`config.mk`:
```
export PLATFORM = sky130hd
export DESIGN_NAME = ones_pattern_gen
export DESIGN_NICKNAME = d
export VERILOG_FILES = /design/src/rtl/ones_gen_pkg.sv /design/src/rtl/ones_pattern_gen_lsb_index.sv /design/src/rtl/ones_pattern_gen.sv
export SDC_FILE = /design/constraint.sdc
export NUM_CORES = 1
export LEC_CHECK = 0
export ABC_AREA = 1
export CAP_MARGIN = 15
export CELL_PAD_IN_SITES_DETAIL_PLACEMENT = 1
export CELL_PAD_IN_SITES_GLOBAL_PLACEMENT = 1
export CORE_ASPECT_RATIO = 0.8
export CORE_MARGIN = 1
export CORE_UTILIZATION = 38
export CTS_CLUSTER_SIZE = 28
export DETAILED_ROUTE_END_ITERATION = 7
export PLACE_DENSITY = 0.76
export SYNTH_ARGS = -nofsm -noshare
export SYNTH_HDL_FRONTEND = slang
export SYNTH_SLANG_ARGS = --single-unit
```
`constraint.sdc`:
```
create_clock -name clk -period 2.5 [get_ports clk]
set_input_delay 0.25 -clock clk [delete_from_list [all_inputs] [get_ports clk]]
set_output_delay 0.25 -clock clk [all_outputs]
set_load 0.02 [all_outputs]
```
`src/rtl/ones_gen_pkg.sv`:
```
// Shared definitions for the ones-pattern generator: FSM state encoding and a
// ceiling-log2 helper used to size the count input.
package ones_gen_pkg;

   typedef enum logic [1:0] {
      ST_IDLE = 2'd0,
      ST_GEN  = 2'd1,
      ST_DONE = 2'd2
   } state_e;

   // Smallest r with 2**r >= v.
   function automatic int unsigned clog2(input int unsigned v);
      int unsigned r;
      r = 0;
      while ((32'd1 << r) < v) r++;
      return r;
   endfunction

endpackage

```
`src/rtl/ones_pattern_gen_lsb_index.sv`:
```
// lsb_index: combinational trailing-zero counter. Returns the index of the
// lowest set bit of x, or N when x is zero.
module lsb_index
   import ones_gen_pkg::*;
#(
   parameter int unsigned N  = 9,
   parameter int unsigned CW = clog2(N + 1)
) (
   input  logic [N-1:0]  x,
   output logic [CW-1:0] tz
);

   // Scan from MSB down so the lowest set bit wins.
   always_comb begin
      tz = CW'(N);
      for (int unsigned i = 0; i < N; i++) begin
         if (x[N-1-i]) tz = CW'(N - 1 - i);
      end
   end

endmodule

```
`src/rtl/ones_pattern_gen.sv`:
```
// ones_pattern_gen: enumerates every N-bit word with exactly k bits set, in
// ascending numeric order, one word per ready/valid handshake.
// Optional build macro POPCOUNT_CHECK_EN adds a sticky chk_err output that
// flags any presented word whose popcount differs from the latched k.
module ones_pattern_gen
   import ones_gen_pkg::*;
#(
   parameter int unsigned N  = 9,
   parameter int unsigned CW = clog2(N + 1)
) (
   input  logic          clk,
   input  logic          rst,
   input  logic          start,
   input  logic [CW-1:0] k,
   output logic          busy,
   output logic          out_valid,
   input  logic          out_ready,
   output logic [N-1:0]  pattern,
   output logic          last,
   output logic          done,
   output logic          err
`ifdef POPCOUNT_CHECK_EN
   ,
   output logic          chk_err
`endif
);

   state_e        state_q, state_d;
   logic [CW-1:0] k_q, k_d;
   logic [N-1:0]  pattern_q, pattern_d;
   logic          err_q, err_d;

   logic [N-1:0]  lsb, sum, next_word;
   logic [CW-1:0] tz;
   logic          k_bad, start_ok, at_last;

   // Lowest k bits set: first word of an enumeration.
   function automatic logic [N-1:0] ones_low(input logic [CW-1:0] cnt);
      logic [N-1:0] m;
      m = '0;
      for (int unsigned i = 0; i < N; i++) begin
         if (i < 32'(cnt)) m[i] = 1'b1;
      end
      return m;
   endfunction

   // Highest k bits set: final word of an enumeration.
   function automatic logic [N-1:0] ones_high(input logic [CW-1:0] cnt);
      logic [N-1:0] m;
      m = '0;
      for (int unsigned i = 0; i < N; i++) begin
         if (i + 32'(cnt) >= N) m[i] = 1'b1;
      end
      return m;
   endfunction

   lsb_index #(
      .N  (N),
      .CW (CW)
   ) u_lsb_index (
      .x  (pattern_q),
      .tz (tz)
   );

   // Next-combination step: move lowest run of ones up, repack the rest at LSBs.
   always_comb begin
      lsb       = pattern_q & (~pattern_q + 1'b1);
      sum       = pattern_q + lsb;
      next_word = sum | (((pattern_q ^ sum) >> 2) >> tz);
      at_last   = (pattern_q == ones_high(k_q));
      k_bad     = (k > CW'(N));
      start_ok  = (state_q == ST_IDLE) && start && !k_bad;
   end

   // Next-state and datapath update; start is only honoured in IDLE.
   always_comb begin
      state_d   = state_q;
      k_d       = k_q;
      pattern_d = pattern_q;
      err_d     = 1'b0;
      unique case (state_q)
         ST_IDLE: begin
            if (start) begin
               if (k_bad) begin
                  err_d = 1'b1;
               end else begin
                  state_d   = ST_GEN;
                  k_d       = k;
                  pattern_d = ones_low(k);
               end
            end
         end
         ST_GEN: begin
            if (out_ready) begin
               if (at_last) state_d = ST_DONE;
               else         pattern_d = next_word;
            end
         end
         ST_DONE: begin
            state_d = ST_IDLE;
         end
         default: begin
            state_d = ST_IDLE;
         end
      endcase
   end

   // State, latched count, current word and error pulse registers.
   always_ff @(posedge clk) begin
      if (rst) begin
         state_q   <= ST_IDLE;
         k_q       <= '0;
         pattern_q <= '0;
         err_q     <= 1'b0;
      end else begin
         state_q   <= state_d;
         k_q       <= k_d;
         pattern_q <= pattern_d;
         err_q     <= err_d;
      end
   end

   // Outputs decode directly from registered state.
   always_comb begin
      busy      = (state_q == ST_GEN);
      out_valid = (state_q == ST_GEN);
      last      = (state_q == ST_GEN) && at_last;
      done      = (state_q == ST_DONE);
      err       = err_q;
      pattern   = pattern_q;
   end

`ifdef POPCOUNT_CHECK_EN
   logic          chk_err_q, chk_err_d;
   logic [CW-1:0] pop;

   // Sticky popcount monitor on presented words; an accepted start clears it.
   always_comb begin
      pop = '0;
      for (int unsigned i = 0; i < N; i++) begin
         pop = pop + CW'(pattern_q[i]);
      end
      chk_err_d = chk_err_q;
      if (start_ok)                                  chk_err_d = 1'b0;
      else if ((state_q == ST_GEN) && (pop != k_q))  chk_err_d = 1'b1;
   end

   // Checker flag register.
   always_ff @(posedge clk) begin
      if (rst) chk_err_q <= 1'b0;
      else     chk_err_q <= chk_err_d;
   end

   assign chk_err = chk_err_q;
`else
   logic unused_start_ok;
   assign unused_start_ok = start_ok;
`endif

endmodule

```
* After elaboration in Yosys (flattened, before gate mapping) *
Cells that the tools add are included.

storage, ports and cells
  register bits after elaboration = 16
  input port bits = 8
  output and inout port bits = 14
  logic and storage cells = 94

cells by class
  $add $sub $neg = 10
  order comparisons = 19
  eq/ne operators = 8
  shift-type cells = 1
  muxes and demuxes = 38
  bitwise operators = 7
  reductions and logical operators = 7

operators by type and width
  cell                 count
  $ge 5x4->1 const B   8
  $mux 9               4
  $mux 4               8
  $add 3x4->5 const A  4
  $mux 1               20
  $pmux 9 s2           1
  $lt 3x4->1 const A   4
  $add 2x4->5 const A  2
  $add 9x1->9 const B  1
  $add 9x9->9          1
  $and 9x9->9          1
  $eq 9x9->1           1
  $not 9->9            1
  $or 9x9->9           1
  $shr 7x4->9          1
  $xor 9x9->9          1
  $lt 1x4->1 const A   2
  $lt 2x4->1 const A   2
  $mux 2               4
  $ne 2x2->1 const B   3
  $add 1x4->5 const A  1
  $add 4x4->5 const A  1
  $reduce_and 5->1     1
  $ge 4x4->1 const B   1
  other kinds (13)     16

* Logic depth before layout (Yosys ltp) *
  word-level depth = 14
  depth in mapped cells = 17
  gate-level depth less buffers = 17

* Cells and area by module *
Synthesis repeated with hierarchy kept, for this count alone.

unflattened totals
  cells, all modules = 329
  area total of the unflattened synthesis = 1,930.6 um^2

modules (own cells, without submodules)
  module            times used  cells an instance  area an instance (um^2)  sequential area each (um^2)
  ones_pattern_gen  1           306                1,830.5                  320.3
  lsb_index         1           23                 100.1                    0.0

* Least setup slack after synthesis *
No wires, ideal clock.

  path kind = register to output
  start point = register k_q[2]
  end point = output last
  data arrival time = 2.093 ns
  required time = 2.250 ns
  slack = 0.157 ns
  stages on the path, launching flop included = 13
  path buffers = 0
  path through = dfxtp_1 > inv_1 > ha_1 > ha_1 > inv_1 > nor2_1 > nand3_1 > nand2_1 > nand2_1 > nand2_1 > nor4_1 > nand4_1 > nor2_1

between the ends
  longest elaborated chain between the ends = 5
  elaborated cells on any way between the ends = 28
  those cells by class = 8 x add/sub; 9 x order compare; 1 x eq/ne; 9 x mux; 1 x reduce/logical

RTL lines
  what                                       line                     source
  start: declaration                         ones_pattern_gen.sv:29   logic [CW-1:0] k_q, k_d;
  start signal: assignment                   ones_pattern_gen.sv:117  k_q <= k_d;
  $add 1x4->5, or another cell as far along  ones_pattern_gen.sv:52   if (i + 32'(cnt) >= N) m[i] = 1'b1;
  $ge 5x4->1                                 ones_pattern_gen.sv:52
  $mux 1                                     ones_pattern_gen.sv:52
  $eq 9x9->1 (*)                             ones_pattern_gen.sv:70   at_last = (pattern_q == ones_high(k_q));
  $logic_and 1x1->1 (*)                      ones_pattern_gen.sv:127  last = (state_q == ST_GEN) && at_last;
  end: declaration                           ones_pattern_gen.sv:19   output logic last,

Mark *: on every way between the ends. The rest lies on a longest branch, timed or not.

* Worst setup path after layout *
  start point = register k_q[2]
  end point = register pattern_q[3] (netlist: pattern[3])

between the ends
  longest elaborated chain between the ends = 6
  elaborated cells on any way between the ends = 29
  those cells by class = 8 x add/sub; 9 x order compare; 2 x eq/ne; 9 x mux; 1 x reduce/logical

RTL lines
  what                                       line                     source
  $add 1x4->5, or another cell as far along  ones_pattern_gen.sv:52
  $ge 5x4->1                                 ones_pattern_gen.sv:52
  $mux 1                                     ones_pattern_gen.sv:52
  $eq 9x9->1 (*)                             ones_pattern_gen.sv:70
  $ne 2x2->1 (no line) (*)                   n/a
  $reduce_and 5->1 (no line) (*)             n/a
  end signal: assignment                     ones_pattern_gen.sv:118  pattern_q <= pattern_d;
  end: declaration                           ones_pattern_gen.sv:30   logic [N-1:0] pattern_q, pattern_d;

Marked as above.
A chain may end at the register's enable or synchronous reset.

==> metrics.csv <==
stage;metric;value;unit
run_status;outcome;finished with violations;
run_status;failing checks;negative setup slack;
worst_hold_path;Hold Startpoint;pattern[0];
worst_setup_path;RR Endpoint;pattern[3];
placed_design;Port Buffers;21;
power;peak supply drop;0.000426;V
global_routing;GRT Util Overall;0.322;
sta;worst rel slew slack;0.707;
detailed_routing;Pre-antenna DRT Iters;4;
worst_hold_path;Hold Path Cell Cnt;2;
worst_setup_path;crit-path max FO;6;
placed_design;post-placement cell count;484;
cts;clk sink count;16;
global_routing;pin count of the biggest net entering global routing;13;
worst_setup_path;Startpoint Class;register;
worst_setup_path;Worst Path Arrival;2.75;ns
worst_setup_path;FF-to-FF Start;k_q[2];
global_routing;busiest layer in global routing;met2;
die;Top Ports;22;
global_routing;global-route wire length before repair;14400;µm
detailed_routing;via count;2894;
power;Power Density;555;nW/µm²
synthesis;main combinational cell family by area after synthesis;simple AND/OR/NAND/NOR gates;
synthesis;mux contribution to synthesized area;0;
worst_setup_path;reg2reg setup slack;-0.10;ns
global_routing;initial antenna violation count;0;
detailed_routing;drt wl/cell;20.2;µm
synthesis;compound-cell area share of the yosys netlist;0.138;
synthesis;sequential area share after synthesis;0.151;
detailed_routing;Iter 0 DRT Violations;217;
cts;largest buffer count on any clock path;2;
sta;Period Utilization, post-route;1.04;
sta;Final WS setup;-0.104;ns
placed_design;gpl congestion;0.856;
die;DIE AREA;5890;µm²
cts;Clk pin slew, worst setup/hold paths;0.07;ns
die;Die H;68.9;µm
layout;layout cells sized above 1;0.344;
layout;area taken by multi-input logic gates;1810;µm²
cts;CTS tree;done;
detailed_routing;DRC Markers;0;
power;Total Power;1.72;mW
sta;FMAX;384;MHz
cts;Clock Tree Root;clkbuf_8;
synthesis;ranking of synthesized cells by area;nand2_1 22%, dfxtp_1 15%, nand3_1 10%, ha_1 9.4%, nor2_1 7.6%;
global_routing;grt met1 use;0.422;
detailed_routing;final WL;10300;µm
sta;RSZ-0062 raised after global routing;true;
synthesis;Avg Cell Area, Syn;5.75;µm²
sta;Final min period;2.60;ns
die;Die X;85.6;µm
cts;H-tree levels;1;
layout;Register Area;328;µm²
synthesis;Syn Inst Count;369;
worst_setup_path;Crit Path Category;reg -> reg;
layout;Non-Filler Instances;507;
layout;Layout area overhead;46.0;%
cts;Clock Latency Late Sink;0.25;ns
layout;most common cell after layout, fill and taps aside;nand2_1;
detailed_routing;ANT nets after route;0;
synthesis;Mapped Nets;393;
synthesis;cell area after synthesis;2120;µm²
layout;final core utilization;0.599;
sta;final hold viol count;0;
sta;Final Hold Slack;0.608;ns
layout;fin nets;470;
synthesis;Yosys cell types;31;
synthesis;simple-gate portion of the synthesized area;0.504;
synthesis;Ys Warns;0;
die;Core Region;5180;µm²
synthesis;leading area contributor after synthesis;nand2_1;
die;Initial Utilization;0.410;
layout;Diodes inserted;0;
worst_hold_path;Hold Path Sink;pattern[0];
flow_run;maxcap violations;0;
global_routing;vias in the first global route;2855;
cts;CTS buffer count;3;
die;num rows;23;
synthesis;area share of the largest cell type after synthesis;0.221;
worst_hold_path;Hold Path Class;reg -> reg;
sta;worst slew pin tran;0.440;ns
sta;Slew Limit Fails;0;
worst_setup_path;CP Data Required Time;2.65;ns
placed_design;Final HPWL DP;6470;µm
worst_setup_path;R2R cell count;19;
synthesis;Yosys reg bits;16;
power;Static Leak;1.48;nW
synthesis;post-synthesis adder-cell area fraction;0.0943;
global_routing;total grt overflow;0;
layout;commonest cells after routing, fill and taps aside;115 x nand2_1, 52 x buf_4, 38 x nor2_1, 37 x nand3_1, 25 x inv_1;
global_routing;M3 GR Usage;0.0298;
detailed_routing;DR vias/cell;5.71;
global_routing;GR Util met2;0.563;
sta;skew final;0.00291;ns
sta;Fin Setup TNS;-0.742;ns
sta;Setup Viol. Count Final;11;
worst_setup_path;Worst setup EP type;register;
synthesis;Synth Area in XOR/XNOR;0.00825;
layout;# fillers;711;
[report_power, final]
group	switching, mW	internal, mW	total, mW
Sequential	0.0491	0.285	0.334
Combinational	0.738	0.414	1.15
Clock	0.0959	0.140	0.236
[cells by family after synthesis]
logic type                 after synthesis
buffers and inverters                   49
xor gates and xnor gates                 2
DFF                                     16
adders and majority gates               16
and+or+nand+nor                        240
AOI/OAI and AO/OA                       46
[cells in the mapped netlist, drive strengths merged]
master	instances
clkinv	1
o21ai	20
nor3	3
a21oi	25
dfxtp	16
nand3	46
or2	2
nand4	3
nor4	2
clkbuf	1
xnor2	1
nor2	47
nand2	137
buf	6
inv	41
o211ai	1
xor2	1
ha	16
[worst max-delay path by stage]
stage / start / end / slack, ns / cells after the start
finish: k_q[2] / pattern[3] / -0.10 / 19
global route: k_q[2] / last / -0.15 / 12
CTS: k_q[2] / last / -0.02 / 12
detailed placement: k_q[1] / last / -0.30 / 13
global placement: k_q[2] / last / -0.23 / 11
floorplan: k_q[2] / last / 0.16 / 12
[metal layers]
layer | vias up | wire length (µm)
met5 | - | 0
met2 | 143 | 4730
met4 | 0 | 512
li1 | 1332 | -
met3 | 51 | 716
met1 | 1368 | 4300
[worst max-delay path, cell delays in order (launching register included)]
cell     delay [ns]
dfxtp_2        0.36
inv_2          0.06
buf_6          0.14
ha_4           0.24
o21ai_2        0.17
nand2_2        0.12
nand2_2        0.10
buf_4          0.12
buf_4          0.10
buf_4          0.09
nand2_1        0.07
nand2_1        0.12
nand3_2        0.10
nor2_4         0.13
nand3_2        0.12
nand2_4        0.14
buf_6          0.13
nand2_1        0.06
nand2_2        0.08
a21oi_2        0.04
[timing repair]
action | in CTS | in global routing
hold buffers | 0 | 0
resized for setup | 41 | 32
endpoints found under the setup margin | 2 | 11
setup buffers | 13 | 5
pin swaps | 14 | 15
hold endpoints to repair | 0 | 0
gates cloned | 0 | 1
[state kept, by name, summed over array words and instances (netlist names)]
name,flops
pattern,9
state_q,2
err,1
k_q,4
[metrics by stage]
stage / worst slack [ns] / cell area [µm²]
after floorplan: 0.157 / 2120
after global placement: -0.226 / 2640
after detailed placement: -0.301 / 2640
after CTS: -0.0170 / 2930
after global routing: -0.148 / 3100
final: -0.104 / 3100
[final cells by class]
type,count,share of cell area
sequential,16,0.106
multi-input combinational,305,0.585
inverter,42,0.0517
clock buffer,4,0.0178
timing repair buffer,78,0.215
tap,62,0.0250
Note: power is estimated with default switching activity, not from simulation.
